--- config.mk ---
export PLATFORM = sky130hd
export DESIGN_NAME = booth_multiplier_4bit
export DESIGN_NICKNAME = d
export VERILOG_FILES = /design/src/rtl/booth_multiplier_4bit.sv
export SDC_FILE = /design/constraint.sdc
export NUM_CORES = 1
export LEC_CHECK = 0
export ABC_AREA = 1
export CAP_MARGIN = 0
export CORE_UTILIZATION = 52
export CTS_CLUSTER_SIZE = 40
export DETAILED_ROUTE_END_ITERATION = 10
export HOLD_SLACK_MARGIN = 0.05
export PLACE_DENSITY = 0.75
export SETUP_SLACK_MARGIN = 0.2
export SYNTH_ARGS = -nofsm -noshare
export SYNTH_HDL_FRONTEND = slang
export SYNTH_HIERARCHICAL = 1
export SYNTH_SLANG_ARGS = --single-unit
export TNS_END_PERCENT = 5
--- constraint.sdc ---
create_clock -name clk -period 2.36 [get_ports clk]
set_input_delay 0.354 -clock clk [delete_from_list [all_inputs] [get_ports clk]]
set_output_delay 0.354 -clock clk [all_outputs]
set_load 0.05 [all_outputs]
--- src/rtl/booth_multiplier_4bit.sv ---
// Sequential signed 4x4 radix-2 Booth multiplier with a start/busy/done handshake.
// One add/subtract step per cycle through an internal 4-bit adder/subtractor.

module adder_subtractor_4bit (
    input  logic [3:0] a,
    input  logic [3:0] b,
    input  logic       sel,
    output logic [3:0] s,
    output logic       cout
);
    logic [4:0] full;

    always_comb begin
        full = {1'b0, a} + {1'b0, b ^ {4{sel}}} + {4'b0, sel};
    end

    assign s    = full[3:0];
    assign cout = full[4];
endmodule

module booth_multiplier_4bit (
    input  logic       clk,
    input  logic       rst,
    input  logic       start,
    input  logic [3:0] multiplicand,
    input  logic [3:0] multiplier,
    output logic       busy,
    output logic       done,
    output logic [7:0] product
);
    typedef enum logic [1:0] {
        IDLE = 2'd0,
        RUN  = 2'd1,
        DONE = 2'd2
    } state_t;

    state_t     state, state_nxt;
    logic [3:0] a, q, m;
    logic       q_1;
    logic [2:0] count;

    logic       sel, op;
    logic [3:0] s, sum;
    logic       cout, sign5;
    logic [3:0] a_nxt, q_nxt;

    assign sel = q[0] & ~q_1;
    assign op  = q[0] ^ q_1;

    adder_subtractor_4bit u_addsub (
        .a    (a),
        .b    (m),
        .sel  (sel),
        .s    (s),
        .cout (cout)
    );

    // sign5 is the 5th bit of the exact sum, so -8 operands and A-M overflow still shift correctly
    always_comb begin
        sum   = a;
        sign5 = a[3];
        if (op) begin
            sum   = s;
            sign5 = a[3] ^ (m[3] ^ sel) ^ cout;
        end
        a_nxt = {sign5, sum[3:1]};
        q_nxt = {sum[0], q[3:1]};
    end

    always_ff @(posedge clk) begin
        if (rst) state <= IDLE;
        else     state <= state_nxt;
    end

    always_comb begin
        state_nxt = state;
        case (state)
            IDLE:    if (start) state_nxt = RUN;
            RUN:     if (count == 3'd3) state_nxt = DONE;
            DONE:    state_nxt = start ? RUN : IDLE;
            default: state_nxt = IDLE;
        endcase
    end

    always_comb begin
        busy = (state == RUN);
        done = (state == DONE);
    end

    always_ff @(posedge clk) begin
        if (rst) begin
            a       <= '0;
            q       <= '0;
            q_1     <= 1'b0;
            m       <= '0;
            count   <= '0;
            product <= '0;
        end else begin
            case (state)
                IDLE, DONE: begin
                    if (start) begin
                        m     <= multiplicand;
                        q     <= multiplier;
                        a     <= '0;
                        q_1   <= 1'b0;
                        count <= '0;
                    end
                end
                RUN: begin
                    a     <= a_nxt;
                    q     <= q_nxt;
                    q_1   <= q[0];
                    count <= count + 3'd1;
                    if (count == 3'd3) product <= {a_nxt, q_nxt};
                end
                default: ;
            endcase
        end
    end
endmodule

==> metrics.txt <==
most frequent cell after synthesis nand2_1; setup TNS 0 ps; initial DRC count 20; fmax 0.4824 GHz; # clock sinks 26; first-pass GRT wire length 4077 um; hold path depth 2; leak pwr 0.6996 nW; FF-to-FF End product[7]; synthesized flop and latch total 26; relative slew slack 67.02%; Final setup viols 0; EDFF count, synth 0; Mapped Cells 172; Period minus WS final 2073 ps; gp weighted congestion 0.8187; mean routed wirelength per cell 11.42 um; worst-skew pair later-pin latency 310 ps; Post-synth top cells nand2_1 (48), dfxtp_1 (26), inv_1 (16); nets@finish 213; post-synth top area cell dfxtp_1; total wire length 2546 um; number of H-tree levels 1; Yosys top cell area share 37.99%; top_reg_cell synth dfxtp_1; die outline height 53.33 um; HPWL Detailed 1921 um; Max Slew Vio Count 0; Post-synth ARST share 0%; post-synth cell types 30; skew final 3.661 ps; Die Wd 53.33 um; FF-to-FF path depth 12; vias per inst 5.090; gr ovfl total 0; R2R Setup Slk 290 ps; Hold Crit Endpoint product[0]; Worst Path Max Fanout 6; top cells by area, synth dfxtp_1 (38%), nand2_1 (13%), ha_1 (5.5%), a21oi_2 (4.5%), inv_1 (4.4%); Root Buffer clkbuf_4; Worst R2R Start q_1; CP Class reg -> reg; Core ar. 2477 sq um; CP Launch Type register; die area 2844 sq um; Max Cap Viol 0; remaining design rule violation count 0; nature of the critical path endpoint register; share of layout cells above drive strength 1 15.03%; sequential share of the synthesized area 37.99%; Initial Util 55.30%; P&R area growth vs syn 17.35%; RSZ-0062 raised after global routing no; IO Pins 21; worst slew pin tran 493.2 ps; number of global-route vias before repair 972; final worst path period share 87.84%; Max Root-Sink Buffers 2; Reg clk slew, reported paths 120 ps; DR vias 1,135; worst hold path startpoint product[0]; Hold Fails Final Rpt 0; post-synth net total 190; GRT Resource Usage Total 19.82%; TritonCTS clock tree yes; Final Power 0.8531 mW; status finished, final reports clean; Arr. time, crit path 2290 ps; CTS buffer count 3; initial antenna violation count 0; Pwr Density 530.6 nW/um^2; largest net degree at the start of global routing 17; Row Count 18; Syn Std Cell Area 1370 sq um; Ys Warns 6; Ant. Diodes 0; average cell area after synthesis 7.965 sq um; Worst VDD drop 0.4662 mV; Detail Route Antenna Nets 0; IO buf count 20; path type of the worst min-delay path reg -> reg; iteration count of the initial detailed-routing pass 4; Crit path required time 2580 ps
-- sequential cells by signal, indices dropped and copies added, names as in the netlist --
register and flops:
count 3, q_1 1, state 2, a 4, q 4, product 8, m 4
-- routing by layer --
metal  global-route usage (%)  vias up  part of all wire, %  routed length [um]
met3                    6.322        2                  3.7                  93
met4                    4.825        0                 0.63                  16
met2                    34.58       21                   49                1253
met5                        0        -                    0                   0
li1                         -      594                    -                   -
met1                    23.02      518                   46                1183
-- worst max-delay path by stage --
| stage | from | endpoint | slack [ps] | cells after the start |
|---|---|---|---|---|
| 2_1_floorplan | q_1 | product[7] | 400 | 12 |
| 3_3_place_gp | q_1 | product[7] | 330 | 12 |
| 3_5_place_dp | q_1 | product[7] | 270 | 12 |
| 4_1_cts | q_1 | product[7] | 250 | 12 |
| 5_1_grt | q_1 | a[3] | 130 | 13 |
| 6_report | q_1 | product[7] | 290 | 12 |
-- layout by cell type, fill, tap and decap left out --
master / count
nand2_2: 4
a21oi_2: 7
dfxtp_1: 25
o21ai_0: 6
dlygate4sd2_1: 1
nand3_2: 1
xor2_1: 4
clkinv_4: 1
ha_1: 5
o21bai_1: 1
ha_2: 1
inv_1: 16
nand4_1: 1
nor3_1: 4
inv_8: 1
xor2_2: 1
a211oi_1: 1
clkdlybuf4s50_1: 19
o21ai_1: 2
nand2_4: 2
fa_2: 1
nor2_1: 11
nand2_8: 1
o221ai_1: 2
dfxtp_2: 1
clkbuf_4: 3
inv_2: 1
nor2_8: 1
nand2_1: 48
inv_4: 1
nand3_1: 10
o22ai_1: 1
buf_4: 2
a21oi_1: 7
-- through the flow --
step	utilization (%)	cell area (sq um)	setup slack [ps]	hold WS [ps]	cells
CTS	64.04	1587	250.3	472.8	222
detailed placement	63.18	1565	266.1	455.6	219
global route	64.90	1608	126.0	488.7	223
global placement	63.18	1565	334.5	438.4	219
finish	64.90	1608	286.9	469.9	223
floorplan	-	1370	404.2	428.3	172
-- what timing repair did --
item	in CTS	in global routing
hold buffers	0	0
pin swaps	0	1
setup buffers	0	1
resized for setup	1	4
endpoints found under the setup margin	1	4
-- layout make-up --
class	count	area, sq um
timing repair buffer	22	214.0
multi-input combinational	122	721.9
tap	30	37.54
inverter	20	90.09
sequential	26	521.8
fill	232	869.6
clock buffer	3	22.52
-- logic make-up (layout without fill, tap and decap cells) --
family	after synthesis	after routing	synth area share, %
and+or+nand+nor	83	83	28.86
AOI/OAI and AO/OA	27	27	12.79
DFF	26	26	37.99
buffers and inverters	24	45	10.23
adders and majority gates	7	7	6.941
xor gates and xnor gates	5	5	3.196
-- power breakdown --
group / internal, mW / switching [mW] / leakage (nW)
combinational: 0.0791 / 0.122 / 0.473
sequential: 0.459 / 0.0180 / 0.212
clock: 0.0596 / 0.115 / 0.0138
-- critical path, cell delays in order (launching register included) --
cell and delay, ps:
dfxtp_2 350, inv_1 40, ha_2 210, xor2_2 200
fa_2 380, a21oi_1 200, o21bai_1 130, nand3_1 120
nand3_1 80, nand2_1 60, nand2_1 60, o21ai_1 110
inv_1 40
Power figures use the tool's default switching activity.
